**src/rtl/fp_align_stage.sv**
```systemverilog
// Two-stage single-precision operand aligner: S1 orders the operands by magnitude,
// S2 right-shifts the smaller mantissa with guard/round/sticky for the adder.
module fp_align_stage (
  input  logic        clk,
  input  logic        rst,
  input  logic [31:0] a,
  input  logic [31:0] b,
  input  logic        in_valid,
  output logic        in_ready,
  output logic        out_valid,
  input  logic        out_ready,
  output logic        big_sign,
  output logic        eff_sub,
  output logic [7:0]  big_exp,
  output logic [23:0] big_mant,
  output logic [26:0] small_mant
);

  // Stage enables: a stage loads when its successor is empty or draining.
  logic s1_vld_q, s2_vld_q;
  logic s1_en, s2_en;

  assign s2_en    = !s2_vld_q || out_ready;
  assign s1_en    = !s1_vld_q || s2_en;
  assign in_ready = s1_en;

  // ---------------- S1: compare / swap ----------------
  logic [7:0]  ea, eb;
  logic [23:0] ma, mb;
  logic [8:0]  d_ab, d_ba;
  logic        a_big;

  logic        s1_sign_d, s1_eff_d;
  logic [7:0]  s1_exp_d, s1_diff_d;
  logic [23:0] s1_bm_d, s1_sm_d;

  logic        s1_sign_q, s1_eff_q;
  logic [7:0]  s1_exp_q, s1_diff_q;
  logic [23:0] s1_bm_q, s1_sm_q;

  always_comb begin
    // Denormals/zero carry no hidden bit but sit at exponent 1.
    ea   = (a[30:23] == 8'd0) ? 8'd1 : a[30:23];
    eb   = (b[30:23] == 8'd0) ? 8'd1 : b[30:23];
    ma   = {|a[30:23], a[22:0]};
    mb   = {|b[30:23], b[22:0]};
    d_ab = {1'b0, ea} + {1'b0, ~eb} + 9'd1;
    d_ba = {1'b0, eb} + {1'b0, ~ea} + 9'd1;
    // Carry out with a nonzero difference means ea > eb; ties fall to the mantissa.
    a_big = (d_ab[8] && (d_ab[7:0] != 8'd0)) || ((ea == eb) && (ma >= mb));

    s1_sign_d = a_big ? a[31]    : b[31];
    s1_eff_d  = a[31] ^ b[31];
    s1_exp_d  = a_big ? a[30:23] : b[30:23];
    s1_bm_d   = a_big ? ma       : mb;
    s1_sm_d   = a_big ? mb       : ma;
    s1_diff_d = a_big ? d_ab[7:0] : d_ba[7:0];
  end

  // ---------------- S2: align shift ----------------
  logic [26:0] ext, shifted, lost, s2_sm_d;

  always_comb begin
    ext     = {s1_sm_q, 3'b000};
    shifted = ext >> s1_diff_q;
    lost    = ext & ~(27'h7FF_FFFF << s1_diff_q);
    if (s1_diff_q >= 8'd27)
      s2_sm_d = {26'd0, |s1_sm_q};
    else
      s2_sm_d = shifted | {26'd0, |lost};
  end

  logic        s2_sign_q, s2_eff_q;
  logic [7:0]  s2_exp_q;
  logic [23:0] s2_bm_q;
  logic [26:0] s2_sm_q;

  always_ff @(posedge clk or posedge rst) begin
    if (rst) begin
      s1_vld_q <= 1'b0;
      s2_vld_q <= 1'b0;
    end else begin
      if (s1_en) s1_vld_q <= in_valid;
      if (s2_en) s2_vld_q <= s1_vld_q;
    end
  end

  always_ff @(posedge clk or posedge rst) begin
    if (rst) begin
      s1_sign_q <= 1'b0;
      s1_eff_q  <= 1'b0;
      s1_exp_q  <= 8'd0;
      s1_diff_q <= 8'd0;
      s1_bm_q   <= 24'd0;
      s1_sm_q   <= 24'd0;
      s2_sign_q <= 1'b0;
      s2_eff_q  <= 1'b0;
      s2_exp_q  <= 8'd0;
      s2_bm_q   <= 24'd0;
      s2_sm_q   <= 27'd0;
    end else begin
      if (s1_en && in_valid) begin
        s1_sign_q <= s1_sign_d;
        s1_eff_q  <= s1_eff_d;
        s1_exp_q  <= s1_exp_d;
        s1_diff_q <= s1_diff_d;
        s1_bm_q   <= s1_bm_d;
        s1_sm_q   <= s1_sm_d;
      end
      if (s2_en && s1_vld_q) begin
        s2_sign_q <= s1_sign_q;
        s2_eff_q  <= s1_eff_q;
        s2_exp_q  <= s1_exp_q;
        s2_bm_q   <= s1_bm_q;
        s2_sm_q   <= s2_sm_d;
      end
    end
  end

  assign out_valid  = s2_vld_q;
  assign big_sign   = s2_sign_q;
  assign eff_sub    = s2_eff_q;
  assign big_exp    = s2_exp_q;
  assign big_mant   = s2_bm_q;
  assign small_mant = s2_sm_q;

endmodule
```
**config.mk**
```make
export PLATFORM = sky130hd
export DESIGN_NAME = fp_align_stage
export DESIGN_NICKNAME = d
export VERILOG_FILES = /design/src/rtl/fp_align_stage.sv
export SDC_FILE = /design/constraint.sdc
export NUM_CORES = 1
export LEC_CHECK = 0
export CORE_UTILIZATION = 35
export CTS_CLUSTER_SIZE = 40
export DETAILED_ROUTE_END_ITERATION = 6
export PLACE_DENSITY = 0.63
export SKIP_CTS_REPAIR_TIMING = 1
export SLEW_MARGIN = 20
export SYNTH_ARGS = -nofsm -noshare
export SYNTH_HDL_FRONTEND = slang
export SYNTH_SLANG_ARGS = --single-unit
```
**constraint.sdc**
```tcl
create_clock -name clk -period 7.3 [get_ports clk]
set_clock_uncertainty 0.2 [all_clocks]
set_input_delay 1.825 -clock clk [delete_from_list [all_inputs] [get_ports clk]]
set_output_delay 1.825 -clock clk [all_outputs]
set_load 0.02 [all_outputs]
```
==> summary.txt <==
Final layout
  – Synthesis-to-finish area growth: 24.5%
  – Antenna cells: 0
  – Share of cells above drive strength 1: 0.104
  – Total Nets Final: approximately 1200

Clock tree
  – Total CTS buffers: 17
  – Clock Latency Late Sink: about 0.42 ns
  – CTS Buffer Depth: 2
  – CTS tree: done
  – Clock Sinks: roughly 130
  – Root buf cell: clkbuf_16
  – H-tree depth: 4
  – Worst-path clk slew: ~0.060 ns

Timing
  – Final setup viols: 0
  – Worst-Margin Slew: 0.935 ns
  – Relative slew slack: 0.377
  – Fmax: 171 MHz
  – Setup TNS Final: 0 ns
  – Tcrit/Tclk final: 0.803
  – Final hold viol count: 0
  – Final min period: roughly 5.9 ns
  – WHS: 0.261 ns
  – RSZ-0062 raised after global routing: false
  – Fin. max-slew vios: 0

Power
  – PD cells: between 200 and 300 mW/mm^2
  – Worst VDD drop: ~0.14 mV
  – Leakage: between 0.004 and 0.005 uW

Global routing
  – Gr usage total: 0.199
  – GR Util met3: 0.0371
  – Largest net degree at the start of global routing: 94
  – Vias in the first global route: roughly 7000
  – Congestion Overflow GR: 0
  – Initial antenna violation count: 0
  – Most Crowded Layer GR: met2
  – Met1 Use GR: 0.274
  – Grt met2 use: 0.311
  – First-pass GRT wire length: 38200 um

Routing
  – Iteration-0 DRC Markers: approximately 530
  – Routed length per instance: 16.9 um
  – Via count: 7363
  – DRC Markers: 0
  – Detailed Route WL: 23300 um
  – Vias per inst: 5.34
  – Router iterations before antenna repair: 5
  – Post-route ant nets: 0

Yosys
  – Ys flop type: dfrtp_1
  – Gate Count Post-Synth: 968
  – Post-synth EDFFs: 0
  – Net Count, Synth: about 1100
  – Area contributors post-synth: dfrtp_1, nand2_1, ha_1, mux2_2, a31oi_1
  – Post-Syn Area: 0.00833 sq mm
  – Count leader, synth: nand2_1
  – Sequential share of the synthesized area: 0.388
  – Synth async-reset ratio: 1.00
  – Synthesized flop and latch total: 129
  – Synth cell count leaders: nand2_1, dfrtp_1, nor2_1, a31oi_1, clkbuf_1
  – Leading area contributor after synthesis: dfrtp_1
  – YS warnings: 0
  – Yosys top cell area share: 0.388
  – Mean Syn Cell Area: about 8.6 sq um
  – Distinct cells, synth: 63

Setup path
  – Crit Path Class: input port to flip-flop
  – Critical path capture point type: flip-flop
  – Worst Path Required: roughly 7.4 ns
  – Crit Path Max Fanout: 29
  – Worst-path cell chain: clkdlybuf4s50_1 -> nor4_1 -> nand2_1 -> nand2b_1 -> inv_1 -> ha_1 -> fa_1 -> nor2b_1 -> o31a_1 -> o31a_1 -> nor3_1 -> o32ai_2 -> o21a_2 -> buf_4 -> nand2_1 -> a31oi_1
  – Top delay family on crit path: compound AO/OA/AOI/OAI gates
  – Arr. time, crit path: approximately 6.0 ns
  – Critical Path Start Type: input port
  – Crit path max-delay cell type: o21a_2
  – Max incr delay on CP: 0.65 ns
  – Worst path buffer plus inverter count: 3

Placed design
  – GP Congestion: between 0.8 and 0.9
  – Port Buffers: 130
  – HPWL Detailed: around 17000 um

Hold path
  – Worst hold path type: flip-flop to flip-flop

Floorplan
  – Die X-Extent: around 160 um
  – IO Count: approximately 130
  – Rows: 56
  – Chip height: 156 um
  – Core footprint: between 0.02 and 0.025 sq mm
  – Starting Density: 0.356
  – Die area: approximately 0.024 sq mm

Status
  – Status: complete, no violations

Flow run
  – Count of maximum capacitance violations: 0
cell type report:
| class | count | area [sq um] |
|---|---|---|
| inverter | 51 | 194 |
| tap | 319 | 399 |
| clock buffer | 19 | 443 |
| clock inverter | 13 | 151 |
| sequential | 129 | 3230 |
| timing repair buffer | 141 | 1380 |
| multi-input combinational | 708 | 4570 |
| fill | 2308 | 13000 |
worst min-delay path: cells and delay by family (launching register included):
kind	cells	cell delay, ns
flip-flops	1	0.34
AND/OR/NAND/NOR	2	0.09
kinds of logic after synthesis:
family          synth area share
compound gates             0.180
xor+xnor                 0.00526
fa+ha+maj                 0.0634
buf+inv                   0.0656
flops                      0.388
mux                        0.113
simple gates               0.186
metal layers:
layer	up-vias	wire, um
met1	3492	11000
met3	46	1150
li1	3576	-
met4	0	614
met5	-	0
met2	249	10600
path summary, 6_finish.rpt:
kind	startpoint	end	slack [ns]	cells after the start
worst max-delay path	a[27]	s1_bm_q[11]	1.44	16
worst min-delay path	small_mant[10]	small_mant[10]	0.26	2
worst max register to register	s1_diff_q[3]	small_mant[19]	3.67	7
worst min register to register	small_mant[10]	small_mant[10]	0.26	2
max in group asynchronous	rst	s1_diff_q[7]	4.26	3
min in group asynchronous	rst	small_mant[17]	1.65	2
power by group:
group / total [uW] / internal (uW) / switching, uW
registers: 1030 / 865 / 163
logic: 1080 / 486 / 596
clock network: 864 / 518 / 346
total: 2970 / 1870 / 1110
flip-flops by register name, indices dropped and copies added (netlist names), 8 cells and up:
register,cells
big_mant,24
s1_diff_q,8
small_mant,27
s1_sm_q,24
s1_exp_q,8
big_exp,8
s1_bm_q,24
placed cells by master, fill, tap and decap left out, drive strengths merged, types with 7 or more instances in the layout:
master and count:
a22o 12, ha 39, nor2 95, a31oi 60
nand3 25, mux2 42, dfrtp 129, nor4 10
clkbuf 19, o21ai 56, inv 54, mux2i 15
mux4 14, a21o 9, clkinv 7, nand4 10
nand2 173, nor3 14, buf 11, o21a 7
o31ai 7, a21oi 39, clkdlybuf4s50 130, o211ai 8
o22ai 8
metrics by stage:
step	util	setup slack (ns)	area, sq um	total power (uW)	std cells
final	0.443	1.44	10400	2970	1380
after detailed placement	0.418	1.13	9780	2120	1348
after global routing	0.443	1.16	10400	3150	1380
after floorplan	-	1.83	8330	1710	968
after CTS	0.443	1.53	10400	2990	1380
after global placement	0.418	1.27	9780	2100	1348
Power figures use the tool's default switching activity.
